$ cat src/rtl/cpu_types_pkg.sv
// Shared types and encodings for the MIPS core pipeline stages.
package cpu_types_pkg;

  typedef logic [31:0] word_t;
  typedef logic [4:0]  regbits_t;

  typedef enum logic [1:0] {
    IDLE   = 2'd0,
    ACCESS = 2'd1,
    HALTED = 2'd2
  } memstage_state_t;

  // MemtoReg select for the writeback value (3 behaves as ALU)
  localparam logic [1:0] MTR_ALU = 2'd0;
  localparam logic [1:0] MTR_MEM = 2'd1;
  localparam logic [1:0] MTR_PC4 = 2'd2;

  // PCSrc select for the next-PC redirect
  localparam logic [1:0] PC_SEQ = 2'd0;
  localparam logic [1:0] PC_BR  = 2'd1;
  localparam logic [1:0] PC_J   = 2'd2;
  localparam logic [1:0] PC_JR  = 2'd3;

endpackage

$ cat src/rtl/mem_wb_reg.sv
// MEM/WB pipeline latch: captures a retiring instruction, inserts a bubble
// (RegWr=0) on any non-retiring cycle and keeps a sticky halt flag.
module mem_wb_reg
  import cpu_types_pkg::*;
(
  input  logic     CLK,
  input  logic     nRST,
  input  logic     retire,
  input  logic     halt_set,
  input  logic     reg_wr,
  input  regbits_t wsel,
  input  word_t    wdat,
  output logic     wb_RegWr,
  output regbits_t wb_wsel,
  output word_t    wb_wdat,
  output logic     wb_halt
);

  // Latch on retire, otherwise hold data and emit a bubble
  always_ff @(posedge CLK) begin
    if (!nRST) begin
      wb_RegWr <= 1'b0;
      wb_wsel  <= '0;
      wb_wdat  <= '0;
      wb_halt  <= 1'b0;
    end else begin
      wb_RegWr <= retire & reg_wr;
      if (retire) begin
        wb_wsel <= wsel;
        wb_wdat <= wdat;
      end
      if (halt_set) wb_halt <= 1'b1;
    end
  end

endmodule

$ cat src/rtl/mem_stage.sv
// MEM stage of the 5-stage MIPS core: data-cache handshake, branch/jump
// redirect resolution and MEM/WB latch update.
// Optional macro MEM_STAGE_FWD_EN adds fwd_valid/fwd_wsel/fwd_data outputs
// exposing the retiring value to EX forwarding.
module mem_stage
  import cpu_types_pkg::*;
#(
  parameter int unsigned TIMEOUT_CYC = 255
) (
  input  logic        CLK,
  input  logic        nRST,
  input  word_t       mem_pc_4,
  input  word_t       mem_branch_addr,
  input  logic [27:0] mem_jump_addr,
  input  word_t       mem_rdat1,
  input  word_t       mem_rdat2,
  input  word_t       mem_alu_out,
  input  regbits_t    mem_wsel,
  input  logic        mem_MemRd,
  input  logic        mem_MemWr,
  input  logic        mem_branch,
  input  logic        mem_zero,
  input  logic [1:0]  mem_PCSrc,
  input  logic        mem_RegWr,
  input  logic [1:0]  mem_MemtoReg,
  input  logic        mem_halt,
  input  logic        dhit,
  input  word_t       dmemload,
  output logic        dmemREN,
  output logic        dmemWEN,
  output word_t       dmemaddr,
  output word_t       dmemstore,
  output logic        mem_stall,
  output logic        pc_redirect,
  output word_t       redirect_addr,
  output logic        wb_RegWr,
  output regbits_t    wb_wsel,
  output word_t       wb_wdat,
  output logic        wb_halt,
  output logic        mem_err
`ifdef MEM_STAGE_FWD_EN
  ,
  output logic        fwd_valid,
  output regbits_t    fwd_wsel,
  output word_t       fwd_data
`endif
);

  memstage_state_t state;
  logic [7:0]      wdog;
  logic            req;
  logic            retire;
  logic            halt_now;
  word_t           wdat;

  function automatic word_t wb_mux(input logic [1:0] mtr, input word_t alu,
                                   input word_t ld, input word_t pc4);
    case (mtr)
      MTR_MEM: wb_mux = ld;
      MTR_PC4: wb_mux = pc4;
      default: wb_mux = alu;
    endcase
  endfunction

  assign wdat = wb_mux(mem_MemtoReg, mem_alu_out, dmemload, mem_pc_4);

  // Request, stall, retire and redirect decode; everything is quiet in reset
  always_comb begin
    req           = 1'b0;
    retire        = 1'b0;
    halt_now      = 1'b0;
    mem_stall     = 1'b0;
    dmemREN       = 1'b0;
    dmemWEN       = 1'b0;
    dmemaddr      = '0;
    dmemstore     = '0;
    pc_redirect   = 1'b0;
    redirect_addr = '0;
    if (nRST) begin
      case (state)
        IDLE: begin
          if (mem_halt)                    halt_now = 1'b1;
          else if (mem_MemRd || mem_MemWr) req      = 1'b1;
          else                             retire   = 1'b1;
        end
        ACCESS:  req       = 1'b1;
        default: mem_stall = 1'b1;
      endcase
      if (req) begin
        // a combined read+write is a store; never both requests at once
        dmemWEN   = mem_MemWr;
        dmemREN   = mem_MemRd & ~mem_MemWr;
        dmemaddr  = mem_alu_out;
        dmemstore = mem_rdat2;
        mem_stall = ~dhit;
        retire    = dhit;
      end
      if (retire) begin
        case (mem_PCSrc)
          PC_BR: begin
            pc_redirect   = mem_branch & mem_zero;
            redirect_addr = mem_branch_addr;
          end
          PC_J: begin
            pc_redirect   = 1'b1;
            redirect_addr = {mem_pc_4[31:28], mem_jump_addr};
          end
          PC_JR: begin
            pc_redirect   = 1'b1;
            redirect_addr = mem_rdat1;
          end
          default: ;
        endcase
        if (!pc_redirect) redirect_addr = '0;
      end
    end
  end

  // Stage FSM plus access watchdog and sticky error flag
  always_ff @(posedge CLK) begin
    if (!nRST) begin
      state   <= IDLE;
      wdog    <= '0;
      mem_err <= 1'b0;
    end else begin
      case (state)
        IDLE: begin
          if (halt_now)         state <= HALTED;
          else if (req && !dhit) state <= ACCESS;
        end
        ACCESS:  if (dhit) state <= IDLE;
        HALTED:  state <= HALTED;
        default: state <= IDLE;
      endcase
      if (req && !dhit) begin
        if (wdog != 8'hFF) wdog <= wdog + 8'd1;
        if (32'(wdog) + 32'd1 >= TIMEOUT_CYC) mem_err <= 1'b1;
      end else begin
        wdog <= '0;
      end
    end
  end

  mem_wb_reg u_mem_wb_reg (
    .CLK      (CLK),
    .nRST     (nRST),
    .retire   (retire),
    .halt_set (halt_now),
    .reg_wr   (mem_RegWr),
    .wsel     (mem_wsel),
    .wdat     (wdat),
    .wb_RegWr (wb_RegWr),
    .wb_wsel  (wb_wsel),
    .wb_wdat  (wb_wdat),
    .wb_halt  (wb_halt)
  );

`ifdef MEM_STAGE_FWD_EN
  assign fwd_valid = retire & mem_RegWr & (mem_wsel != '0);
  assign fwd_wsel  = mem_wsel;
  assign fwd_data  = wdat;
`endif

endmodule
$ cat config.mk
export PLATFORM = sky130hd
export DESIGN_NAME = mem_stage
export DESIGN_NICKNAME = d
export VERILOG_FILES = /design/src/rtl/cpu_types_pkg.sv /design/src/rtl/mem_wb_reg.sv /design/src/rtl/mem_stage.sv
export SDC_FILE = /design/constraint.sdc
export NUM_CORES = 1
export LEC_CHECK = 0
export ABC_AREA = 1
export ABC_CLOCK_PERIOD_IN_PS = 2150
export BUFFER_PORTS_ARGS = -buffer_cell sky130_fd_sc_hd__buf_2
export CAP_MARGIN = 15
export CORE_AREA = 3 3 147 149
export DETAILED_ROUTE_END_ITERATION = 6
export DIE_AREA = 0 0 150 152
export PLACE_DENSITY_LB_ADDON = 0.08
export SETUP_SLACK_MARGIN = 0.2
export SYNTH_ARGS = -nofsm -noshare
export SYNTH_HDL_FRONTEND = slang
export SYNTH_HIERARCHICAL = 1
export SYNTH_SLANG_ARGS = --single-unit
$ cat constraint.sdc
create_clock -name CLK -period 2.15 [get_ports CLK]
set_input_delay 0.5375 -clock CLK [delete_from_list [all_inputs] [get_ports CLK]]
set_output_delay 0.5375 -clock CLK [all_outputs]
set_load 0.02 [all_outputs]
==> summary.md, run 1 <==
| Metric | Value |
|---|---|
| Status | `finished with violations` |
| Failing checks | `negative setup slack` |
| WL final | `~21000 microns` |
| DIE HEIGHT | `approximately 150 microns` |
| Buf/Inv on CP | `4` |
| Initial Util | `0.199` |
| WP data required | `around 1.6 ns` |
| Worst skew pair latency | `approximately 0.3 ns` |
| Syn avg cell area | `about 5.7 sq um` |
| Vias in the first global route | `around 5600` |
| Design Power | `around 0.0033 W` |
| Final net count | `around 1400` |
| Die ar. | `22800 sq um` |
| Number of clock sinks | `50` |
| Largest net degree at the start of global routing | `53` |
| Area after DPL | `7000 sq um` |
| Max Cap Violations | `0` |
| Initial drt markers | `~160` |
| I/O pin count | `around 380` |
| Worst Setup Path Type | `input port to primary output` |
| Global-route wire length before repair | `approximately 32000 microns` |
| P_sw | `0.00119 W` |
| Netlist Area Pre-Place | `roughly 4000 sq um` |
| Wire length per cell | `approximately 15 microns` |
| Initial antenna violation count | `5` |
| Worst path top cell family by delay | `simple AND/OR/NAND/NOR gates` |
| Cell-internal power | `0.00211 W` |
| Register area share after synthesis | `0.248` |
| Post-CTS Hold Fix Bufs | `0` |
| Final min period | `around 2.3 ns` |
| Mux contribution to synthesized area | `0` |
| GRT met3 Usage | `0.0563` |
| Synth Instances | `approximately 710` |
| Count of final hold-check violations | `0` |
| FILL cells | `approximately 2300` |
| GRT met2 Usage | `0.329` |
| Share of layout cells above drive strength 1 | `0.485` |
| Max Slew Vio Count | `0` |
| FF-to-FF path depth | `10` |
| Sw frac | `0.361` |
| Fmax | `approximately 440 MHz` |
| Drt drc | `0` |
| Antenna Nets Post-Route | `0` |
| Worst EP arrival | `about 1.8 ns` |
| P per Cell Area | `about 450 nW/um^2` |
| Simple-Gate Fraction of Synth Area | `0.333` |
| DRT Pass-1 Iters | `7` |
| DIE WIDTH | `150 microns` |
| Gr ovfl total | `0` |
| Core area | `around 20000 sq um` |
| Area grow syn2layout | `83.4%` |
| Final setup fails | `90` |
| Layout Skew | `~0.013 ns` |
| CTS tree | `built` |
| Area leader, netlist | `dfxtp_1` |
| Static leakage | `4.22 nW` |
| RSZ-0062 raised after global routing | `yes` |
| TritonCTS Buffers | `5` |
| Final WS setup | `-0.143 ns` |
| Grt peak-use layer | `met2` |
| Top post-synthesis cells by area | `dfxtp_1, nor2_1, nand2_1` |
| Ys Warns | `6` |
| Vias per std cell | `4.18` |
| Htree depth | `2` |
| Slew headroom | `0.771` |
| CP peak stage delay | `0.22 ns` |
| Met1 GRT Util | `0.193` |
| FP Rows | `52` |
| Reg power frac | `0.307` |
| Via count | `5771` |
| Worst hold stages | `1` |
| R2r setup slk | `between 0.3 and 0.4 ns` |
| Syn Nets | `~960` |
| Adder-cell share of the synthesized area | `0.0124` |
| Post-route cell area | `about 7400 sq um` |
| Synth cell types | `28` |
| Worst min path class | `register to register` |
| # port buffers | `377` |
| Clk slew on worst S/H paths | `approximately 0.08 ns` |
| Dpl hpwl | `17700 microns` |
| Synth Area in XOR/XNOR | `0` |
| Clock power share | `0.290` |
| Root Buffer | `clkbuf_16` |
| Final core utilization | `0.365` |
| Critical-path cell list | `buf_2 -> inv_2 -> o211ai_1 -> nand2_1 -> nor2_4 -> nor3_4 -> nand2_4 -> buf_4 -> nor2_4 -> buf_2` |
| Maximum vdd drop | `approximately 0.28 mV` |
| #FFs+latches synth | `50` |
| CP Max Fanout | `8` |
| Largest family of logic cells by synthesized area | `simple AND/OR/NAND/NOR gates` |
| Gpl congestion | `between 0.8 and 0.9` |
| Final period util | `1.07` |
| Slowest cell on crit path | `buf_4` |
| Type of origin of the critical path | `input port` |
| Clock Tree Buf Depth | `2` |
| Slew @ Worst Pin | `between 0.3 and 0.4 ns` |
| Crit. End Element | `primary output` |
| CP Depth | `10` |
| Yosys top cell area share | `0.248` |
| Gate power share | `0.403` |
| Compound-cell area share of the yosys netlist | `0.223` |
| Gr usage total | `0.176` |
[kinds of logic after synthesis]
logic type	count (synthesis)
simple gates	343
buf+inv	179
compound gates	138
flops	50
fa+ha+maj	4
[flip-flops by register name, indices dropped and copies added, names as in the netlist]
register               flops
mem_err                    1
wdog                       8
state                      2
u_mem_wb_reg/wb_wdat      32
u_mem_wb_reg/wb_wsel       5
u_mem_wb_reg/wb_halt       1
u_mem_wb_reg/wb_RegWr      1
[final cells by class]
cell class	count	area, sq um	share of cell area
Clock buffer	5	125	0.0169
Sequential cell	50	1000	0.135
Clock inverter	3	47.5	0.00641
Timing Repair Buffer	431	2630	0.355
Multi-Input combinational cell	485	2750	0.371
Antenna cell	3	7.51	0.00101
Tap cell	270	338	0.0456
Inverter	135	514	0.0694
[repair_timing]
action,CTS,global route
setup endpoints to repair,99,100
pin swaps,3,2
resized for setup,55,8
cloned,0,1
setup buffers,2,0
[cell usage after synthesis]
master and count:
nor4_1 1, o211ai_1 1, buf_4 7, a21oi_1 66, o21bai_1 2, nor3_4 1, nor2_1 184, dfxtp_1 50
nand3_1 6, nor3_1 1, a211oi_1 1, ha_1 4, nand2_4 2, nand2_1 141, o21ai_0 3, a221oi_1 3
o21a_1 1, buf_6 3, inv_1 133, nand3b_1 1, nor2_2 5, a22oi_1 32, clkbuf_1 13, buf_2 21
inv_2 2, nand2_2 1, a22o_1 28, a31oi_1 1
[layout by cell type, fill, tap and decap left out, types with 4 or more instances in the layout]
cell type  Yosys  routed
buf_6          3      27
nor2_4         0      47
clkbuf_16      0       6
nand2_1      141     140
buf_2         21     349
buf_12         0      12
inv_2          2       4
inv_1        133     130
buf_4          7      42
nor2_1       184     105
a21oi_1       66      66
nor2_2         5      37
a22o_1        28      28
dfxtp_1       50      48
nand3_1        6       6
a22oi_1       32      32
[metrics by stage]
stage                     setup TNS, ns  worst slack [ns]  hold WS (ns)  cells
after global placement           -11.00            -0.193         0.450   1368
after floorplan                       0             0.156         0.423    714
after CTS                         -7.76            -0.171         0.431   1378
after global routing             -16.96            -0.254         0.445   1382
after detailed placement         -10.86            -0.195         0.452   1368
final                             -5.84            -0.143         0.428   1382
[layer usage]
metal	vias up	share of wire	wire, microns
li1	2987	-	-
met2	218	0.51	10900
met3	21	0.081	1720
met1	2541	0.39	8270
met4	4	0.014	292
met5	-	0.0013	27
[worst paths after layout]
kind,startpoint,to
max,mem_MemWr,redirect_addr[20]
max reg2reg,state[0]$_SDFFE_PN0P_,u_mem_wb_reg/wb_wdat[11]$_SDFFE_PN0P_
min reg2reg,state[0]$_SDFFE_PN0P_,state[1]$_SDFFE_PN0P_
min,state[0]$_SDFFE_PN0P_,state[1]$_SDFFE_PN0P_
[power by group through the flow]
stage	combinational, W	clock [W]	sequential (W)
floorplan	0.000670	0	0.00110
global placement	0.00131	0	0.00103
detailed placement	0.00131	0	0.00103
CTS	0.00134	0.00101	0.00101
global route	0.00147	0.00103	0.00102
finish	0.00133	0.000959	0.00101
Power figures use the tool's default switching activity.
==> run 2: changes to the inputs <==
Settings changed: CELL_PAD_IN_SITES_DETAIL_PLACEMENT set to 1, CELL_PAD_IN_SITES_GLOBAL_PLACEMENT set to 1, CORE_AREA 3 3 147 149 to 3 3 144 146, DIE_AREA 0 0 150 152 to 0 0 147 149, REMOVE_ABC_BUFFERS set to 1.
==> run 2 against run 1 <==
  * The run still ends with negative setup slack left
  * Clock power fell by 2%
  * Final cell count fell by 0.14%
  * Non-clock buffer count rose by 3
  * Register-to-register slack improved by 0.02 ns
  * Global-route usage rose by 1.8 points
  * First-iteration DRC count fell by 3.1%
  * Sequential cell count did not move
  * Via count rose by 2.9%
  * Count of clock-buffer cells in the layout rose by 1
  * Highest routed layer unchanged
==> summary.md, run 2 (same netlist as run 1, synthesis figures left out) <==
| Metric | Value |
|---|---|
| RSZ-0062 raised after global routing | `yes (unchanged)` |
| Slew @ Worst Pin | `0.368 ns (was 0.344 ns)` |
| Final WS setup | `-0.120 ns (was -0.143 ns)` |
| Cells after DPL | `1349 (was 1368)` |
| Dpl hpwl | `16700 microns (was 17700 microns)` |
| P_sw | `0.00120 W (was 0.00119 W)` |
| Count of final hold-check violations | `0 (unchanged)` |
| I/O pin count | `378 (unchanged)` |
| Failing checks | `negative setup slack (unchanged)` |
| WP data required | `1.61 ns (about the same)` |
| Gate power share | `0.427 (was 0.403)` |
| Top Registers | `u_mem_wb_reg/wb_wdat x32, wdog x8, u_mem_wb_reg/wb_wsel x5 (unchanged)` |
| Worst skew pair latency | `0.29 ns (was 0.30 ns)` |
| Reg power frac | `0.297 (was 0.307)` |
| Sw frac | `0.351 (was 0.361)` |
| Post-CTS Hold Fix Bufs | `0 (unchanged)` |
| Worst EP arrival | `1.73 ns (was 1.76 ns)` |
| Initial antenna violation count | `4 (was 5)` |
| Type of origin of the critical path | `register (was input port)` |
| Final setup fails | `42 (was 90)` |
| Most flop-heavy register | `u_mem_wb_reg/wb_wdat (unchanged)` |
| Largest net degree at the start of global routing | `61 (was 53)` |
| Vias per std cell | `4.30 (was 4.18)` |
| Max FFs per register | `32 (unchanged)` |
| Final min period | `2.27 ns (was 2.29 ns)` |
| DRT Pass-1 Iters | `4 (was 7)` |
| Fmax | `440 MHz (was 436 MHz)` |
| Static leakage | `4.34 nW (was 4.22 nW)` |
| P per Cell Area | `427 nW/um^2 (was 445 nW/um^2)` |
| CP Max Fanout | `8 (unchanged)` |
| Root Buffer | `clkbuf_16 (unchanged)` |
| Number of clock sinks | `50 (unchanged)` |
| Gr ovfl total | `0 (unchanged)` |
| Max Slew Vio Count | `0 (unchanged)` |
| Global-route wire length before repair | `33800 microns (was 31500 microns)` |
| Footprint of the multi-input gates | `2860 sq um (was 2750 sq um)` |
| Post-route cell area | `7990 sq um (was 7410 sq um)` |
| Htree depth | `2 (unchanged)` |
| Final net count | `1353 (was 1350)` |
| Die ar. | `21900 sq um (was 22800 sq um)` |
| Max Used Layer | `met5 (unchanged)` |
| Crit. End Element | `primary output (unchanged)` |
| Worst Setup Path Type | `register to primary output (was input port to primary output)` |
| CTS tree | `built (unchanged)` |
| WL final | `22700 microns (was 21200 microns)` |
| # port buffers | `377 (unchanged)` |
| Most common cell after layout, fill and taps aside | `buf_2 (unchanged)` |
| Sequential Area | `1000 sq um (unchanged)` |
| Share of layout cells above drive strength 1 | `0.488 (was 0.485)` |
| Layout Skew | `0.00465 ns (was 0.0132 ns)` |
| Area grow syn2layout | `97.6% (was 83.4%)` |
| Commonest cells after routing, fill and taps aside | `buf_2, nand2_1, inv_1 (unchanged)` |
| Status | `finished with violations (unchanged)` |
| R2r setup slk | `0.40 ns (was 0.38 ns)` |
| DR WL met3 | `1600 microns (was 1720 microns)` |
| Drt drc | `0 (unchanged)` |
| Gpl congestion | `0.873 (was 0.811)` |
| Area after DPL | `6380 sq um (was 7000 sq um)` |
| Max Cap Violations | `0 (unchanged)` |
| Clock power share | `0.276 (was 0.290)` |
| Clk slew on worst S/H paths | `0.07 ns (was 0.08 ns)` |
| DIE HEIGHT | `149 microns (was 152 microns)` |
| Core area | `19500 sq um (was 20300 sq um)` |
| Hold_ws | `0.456 ns (was 0.428 ns)` |
| TritonCTS Buffers | `5 (unchanged)` |
| Vias in the first global route | `6140 (was 5593)` |
| DIE WIDTH | `147 microns (was 150 microns)` |
| Design Power | `0.00341 W (was 0.00330 W)` |
| Routed met2 length | `12300 microns (was 10900 microns)` |
| Maximum vdd drop | `0.297 mV (was 0.285 mV)` |
| Final period util | `1.06 (was 1.07)` |
| FP Rows | `51 (was 52)` |
| Via count | `5936 (was 5771)` |
| Initial drt markers | `157 (was 162)` |
| Clock Tree Buf Depth | `2 (unchanged)` |
| Worst min path class | `register to register (unchanged)` |
| FILL cells | `2589 (was 2282)` |
| Slew headroom | `0.755 (was 0.771)` |
| Wire length per cell | `16.5 microns (was 15.3 microns)` |
| Gr usage total | `0.194 (was 0.176)` |
| Metal-1 WL | `8450 microns (was 8270 microns)` |
| Setup TNS | `-3.57 ns (was -5.84 ns)` |
| Antenna Nets Post-Route | `0 (unchanged)` |
| Non-Filler Instances | `1380 (was 1382)` |
| Initial Util | `0.207 (was 0.199)` |
| Cell-internal power | `0.00221 W (was 0.00211 W)` |
==> run 2: cell types whose count changed in the layout (fill, tap and decap cells not counted), sizes merged <==
cell	before	now
buf	430	433
clkbuf	6	7
clkinv	1	0
diode	3	4
inv	136	135
==> run 2: final cells by class <==
class,count,share of cell area
antenna,4,0.00125
inverter,135,0.0637
clock buffer,6,0.0174
timing repair buffer,434,0.389
tap,265,0.0415
clock inverter,1,0.00376
sequential,50,0.126
multi-input combinational,485,0.358
==> run 2: through the flow <==
step | utilization | worst slack, ns
floorplan | - | -1.47
global placement | 0.327 | -0.0462
detailed placement | 0.327 | -0.0779
CTS | 0.397 | -0.0519
global route | 0.409 | -0.224
finish | 0.409 | -0.120
==> run 2: repair_timing <==
item | in CTS | in global routing
setup buffers | 7 | 5
pin swaps | 3 | 4
gates resized for setup | 293 | 54
endpoints found under the setup margin | 99 | 100
cloned | 6 | 2
==> run 2: layer usage <==
layer | vias to the layer above | track usage
met3 | 25 | 0.0504
met1 | 2701 | 0.211
met2 | 212 | 0.373
met5 | - | 0
li1 | 2996 | -
met4 | 2 | 0.0494
==> run 2: power by group through the flow <==
stage	sequential, W	combinational [W]	clock, W
after detailed placement	0.00103	0.00116	0
after CTS	0.00101	0.00142	0.000990
after global routing	0.00102	0.00160	0.00101
final	0.00101	0.00145	0.000942
after global placement	0.00103	0.00115	0
after floorplan	0.00110	0.000539	0
==> run 2: worst max-delay path: stages, from the launching register on <==
cell	delay, ns
dfxtp_2	0.36
inv_2	0.06
o211ai_1	0.19
nand2_1	0.13
nor2_4	0.14
nor3_4	0.06
nand2_4	0.11
clkbuf_16	0.19
nor2_2	0.04
buf_4	0.15
==> run 2: path summary, 6_finish.rpt <==
check / cells past startpoint / to / startpoint
min reg2reg: 2 / mem_err$_SDFFE_PN0P_ / mem_err$_SDFFE_PN0P_
max: 9 / redirect_addr[15] / state[0]$_SDFFE_PN0P_
max reg2reg: 9 / u_mem_wb_reg/wb_wdat[15]$_SDFFE_PN0P_ / state[1]$_SDFFE_PN0P_
min: 2 / mem_err$_SDFFE_PN0P_ / mem_err$_SDFFE_PN0P_
==> run 3: changes to the inputs <==
Settings changed: ABC_AREA 1 to not set.
==> run 3 against run 2 <==
  * The run still ends with negative setup slack left
  * First-iteration DRC count decreased by 42%
  * Setup slack got worse by 0.13 ns
  * Clock power decreased by 18%
  * Sequential share of layout area increased by 1.7 points
  * Sequential power decreased by 4%
  * Core utilization decreased by 4.8 points
  * Critical path type is now input port to primary output
==> summary.md, run 3 <==
| Metric | Value |
|---|---|
| Layout Skew | `0.00447 ns (was 0.00465 ns)` |
| Status | `finished with violations (unchanged)` |
| Cells after DPL | `1123 (was 1349)` |
| Worst EP arrival | `1.86 ns (was 1.73 ns)` |
| Post-route cell area | `7060 sq um (was 7990 sq um)` |
| CTS tree | `built (unchanged)` |
| CP Max Fanout | `8 (unchanged)` |
| Drt drc | `0 (unchanged)` |
| Final setup fails | `97 (was 42)` |
| DRT Pass-1 Iters | `4 (unchanged)` |
| Gr usage total | `0.176 (was 0.194)` |
| Fmax | `417 MHz (was 440 MHz)` |
| Antenna Nets Post-Route | `0 (unchanged)` |
| Netlist Area Pre-Place | `3920 sq um (was 4040 sq um)` |
| Most flop-heavy register | `u_mem_wb_reg/wb_wdat (unchanged)` |
| Root Buffer | `clkbuf_16 (unchanged)` |
| Vias per std cell | `4.41 (was 4.30)` |
| Yosys top cell area share | `0.256 (was 0.248)` |
| Worst path top cell family by delay | `simple AND/OR/NAND/NOR gates (unchanged)` |
| Count leader, synth | `and2_1 (was nor2_1)` |
| Dpl hpwl | `17300 microns (was 16700 microns)` |
| Htree depth | `2 (unchanged)` |
| Top post-synthesis cells by area | `dfxtp_1, mux2i_1, a22oi_1 (was dfxtp_1, nor2_1, nand2_1)` |
| Gr ovfl total | `0 (unchanged)` |
| Count of final hold-check violations | `0 (unchanged)` |
| Buf/Inv on CP | `4 (was 3)` |
| Clock Tree Buf Depth | `2 (unchanged)` |
| Wire length per cell | `18.5 microns (was 16.5 microns)` |
| Worst Setup Path Type | `input port to primary output (was register to primary output)` |
| Maximum vdd drop | `0.273 mV (was 0.297 mV)` |
| Non-Filler Instances | `1140 (was 1380)` |
| Slew @ Worst Pin | `0.430 ns (was 0.368 ns)` |
| Syn avg cell area | `7.94 sq um (was 5.66 sq um)` |
| Final period util | `1.12 (was 1.06)` |
| Ys Warns | `6 (unchanged)` |
| Worst skew pair latency | `0.29 ns (about the same)` |
| RSZ-0062 raised after global routing | `yes (unchanged)` |
| Share of layout cells above drive strength 1 | `0.559 (was 0.488)` |
| FP Rows | `51 (unchanged)` |
| Commonest cells after routing, fill and taps aside | `buf_2, buf_4, and2_1 (was buf_2, nand2_1, inv_1)` |
| # port buffers | `377 (unchanged)` |
| Dominant synthesized flop cell | `dfxtp_1 (unchanged)` |
| Gpl congestion | `0.808 (was 0.873)` |
| Vias in the first global route | `5175 (was 6140)` |
| Crit. End Element | `primary output (unchanged)` |
| Critical-path cell list | `buf_6 -> or2b_1 -> nand3b_4 -> or3_4 -> buf_12 -> clkbuf_16 -> nor2_1 -> buf_4 (was inv_2 -> o211ai_1 -> nand2_1 -> nor2_4 -> nor3_4 -> nand2_4 -> clkbuf_16 -> nor2_2 -> buf_4)` |
| Area grow syn2layout | `80.3% (was 97.6%)` |
| Worst min path class | `register to register (unchanged)` |
| DIE HEIGHT | `149 microns (unchanged)` |
| Final WS setup | `-0.249 ns (was -0.120 ns)` |
| HP Start | `mem_err$_SDFFE_PN0P_ (unchanged)` |
| Initial Util | `0.201 (was 0.207)` |
| Failing checks | `negative setup slack (unchanged)` |
| Register area share after synthesis | `0.256 (was 0.248)` |
| Critical R2R Launch | `wdog[0]$_SDFFE_PN0N_ (was state[1]$_SDFFE_PN0P_)` |
| Area leader, netlist | `dfxtp_1 (unchanged)` |
| Static leakage | `3.37 nW (was 4.34 nW)` |
| Initial drt markers | `91 (was 157)` |
| WL final | `21100 microns (was 22700 microns)` |
| Initial antenna violation count | `7 (was 4)` |
| Most common cell after layout, fill and taps aside | `buf_2 (unchanged)` |
| Core area | `19500 sq um (unchanged)` |
| Post-synth top cells | `and2_1, a22oi_1, dfxtp_1 (was nor2_1, nand2_1, inv_1)` |
| Via count | `5026 (was 5936)` |
| Fraction of registers with async set/reset | `0 (unchanged)` |
| WP data required | `1.61 ns (about the same)` |
| Global-route wire length before repair | `30300 microns (was 33800 microns)` |
| EDFF count, synth | `0 (unchanged)` |
| Synth Instances | `493 (was 714)` |
| Critical path origin | `mem_halt (was state[0]$_SDFFE_PN0P_)` |
| Synth cell types | `37 (was 28)` |
| #FFs+latches synth | `50 (unchanged)` |
| Largest net degree at the start of global routing | `51 (was 61)` |
| Die ar. | `21900 sq um (unchanged)` |
| Final net count | `1112 (was 1353)` |
| I/O pin count | `378 (unchanged)` |
| P per Cell Area | `399 nW/um^2 (was 427 nW/um^2)` |
| Area after DPL | `6260 sq um (was 6380 sq um)` |
| Max Cap Violations | `0 (unchanged)` |
| Clk slew on worst S/H paths | `0.06 ns (was 0.07 ns)` |
| Number of clock sinks | `50 (unchanged)` |
| CP peak stage delay | `0.37 ns (was 0.36 ns)` |
| Top Registers | `u_mem_wb_reg/wb_wdat x32, wdog x8, u_mem_wb_reg/wb_wsel x5 (unchanged)` |
| Design Power | `0.00281 W (was 0.00341 W)` |
| Slowest cell on crit path | `or3_4 (was dfxtp_2)` |
| Max FFs per register | `32 (unchanged)` |
| DIE WIDTH | `147 microns (unchanged)` |
| Type of origin of the critical path | `input port (was register)` |
| Max Slew Vio Count | `0 (unchanged)` |
| TritonCTS Buffers | `5 (unchanged)` |
| Slew headroom | `0.713 (was 0.755)` |
| Final min period | `2.40 ns (was 2.27 ns)` |
[run 3: cell types whose count changed after synthesis, moves of 47 or more]
cell | before | now
mux2i_1 | 0 | 47
and2_1 | 0 | 66
inv_1 | 133 | 7
nor2_1 | 184 | 40
a21oi_1 | 66 | 8
nand2_1 | 141 | 37
[run 3: final timing paths]
check                                             to  slack [ns]  cells after the start
worst min register to register  mem_err$_SDFFE_PN0P_        0.45                      2
worst max register to register  wdog[0]$_SDFFE_PN0N_        0.44                      5
worst min-delay path            mem_err$_SDFFE_PN0P_        0.45                      2
worst max-delay path               redirect_addr[20]       -0.25                      8
[run 3: area by class of cell]
| type | instances | area (sq um) |
|---|---|---|
| diodes | 5 | 12.5 |
| clock buffers | 6 | 129 |
| clock inverters | 1 | 7.51 |
| fillers | 2434 | 12500 |
| inverters | 7 | 26.3 |
| multi-input cells | 393 | 2870 |
| flip-flops and latches | 50 | 1010 |
| well taps | 265 | 332 |
| repair buffers | 413 | 2670 |
[run 3: power by group]
group	switching (W)	internal, W	leakage, nW
Sequential	0.0000164	0.000956	0.406
Combinational	0.000547	0.000524	2.90
Clock	0.000344	0.000426	0.0630
[run 3: per-layer routing]
layer / vias to the layer above / global-route usage / part of all wire
met5: - / 0 / 0.0013
met4: 4 / 0.0499 / 0.030
li1: 2471 / - / -
met2: 193 / 0.344 / 0.54
met3: 35 / 0.0453 / 0.068
met1: 2323 / 0.184 / 0.36
[run 3: stage by stage]
step / utilization / setup slack, ns / hold slack, ns / TNS [ns]
after floorplan: - / -1.47 / 0.432 / -98.46
after global placement: 0.321 / -0.304 / 0.443 / -16.61
after detailed placement: 0.321 / -0.322 / 0.440 / -19.06
after CTS: 0.349 / -0.230 / 0.450 / -16.04
after global routing: 0.362 / -0.314 / 0.474 / -23.23
final: 0.362 / -0.249 / 0.448 / -15.63
[run 3: cells by family (layout without fill, tap and decap cells)]
| kind of cell | count (synthesis) | count (layout) | synth area share |
|---|---|---|---|
| flops | 50 | 50 | 0.256 |
| simple gates | 200 | 200 | 0.273 |
| xor+xnor | 5 | 5 | 0.0112 |
| buf+inv | 50 | 427 | 0.0604 |
| compound gates | 114 | 114 | 0.201 |
| fa+ha+maj | 4 | 4 | 0.0128 |
| other cells | 0 | 5 | 0 |
| mux | 70 | 70 | 0.186 |
[run 3: worst reg2reg max path, delay by kind of cell (launching register included)]
family / cells / cell delay (ns)
simple gates: 3 / 0.59
fa+ha+maj: 1 / 0.29
xor+xnor: 1 / 0.27
flops: 1 / 0.44
[run 3: what timing repair did]
| action | in CTS | in global routing |
|---|---|---|
| buffers inserted | 3 | 0 |
| resized for setup | 128 | 54 |
| pin swaps | 3 | 4 |
| gates cloned | 1 | 1 |
| setup endpoints to repair | 99 | 100 |
| hold buffers | 0 | 0 |
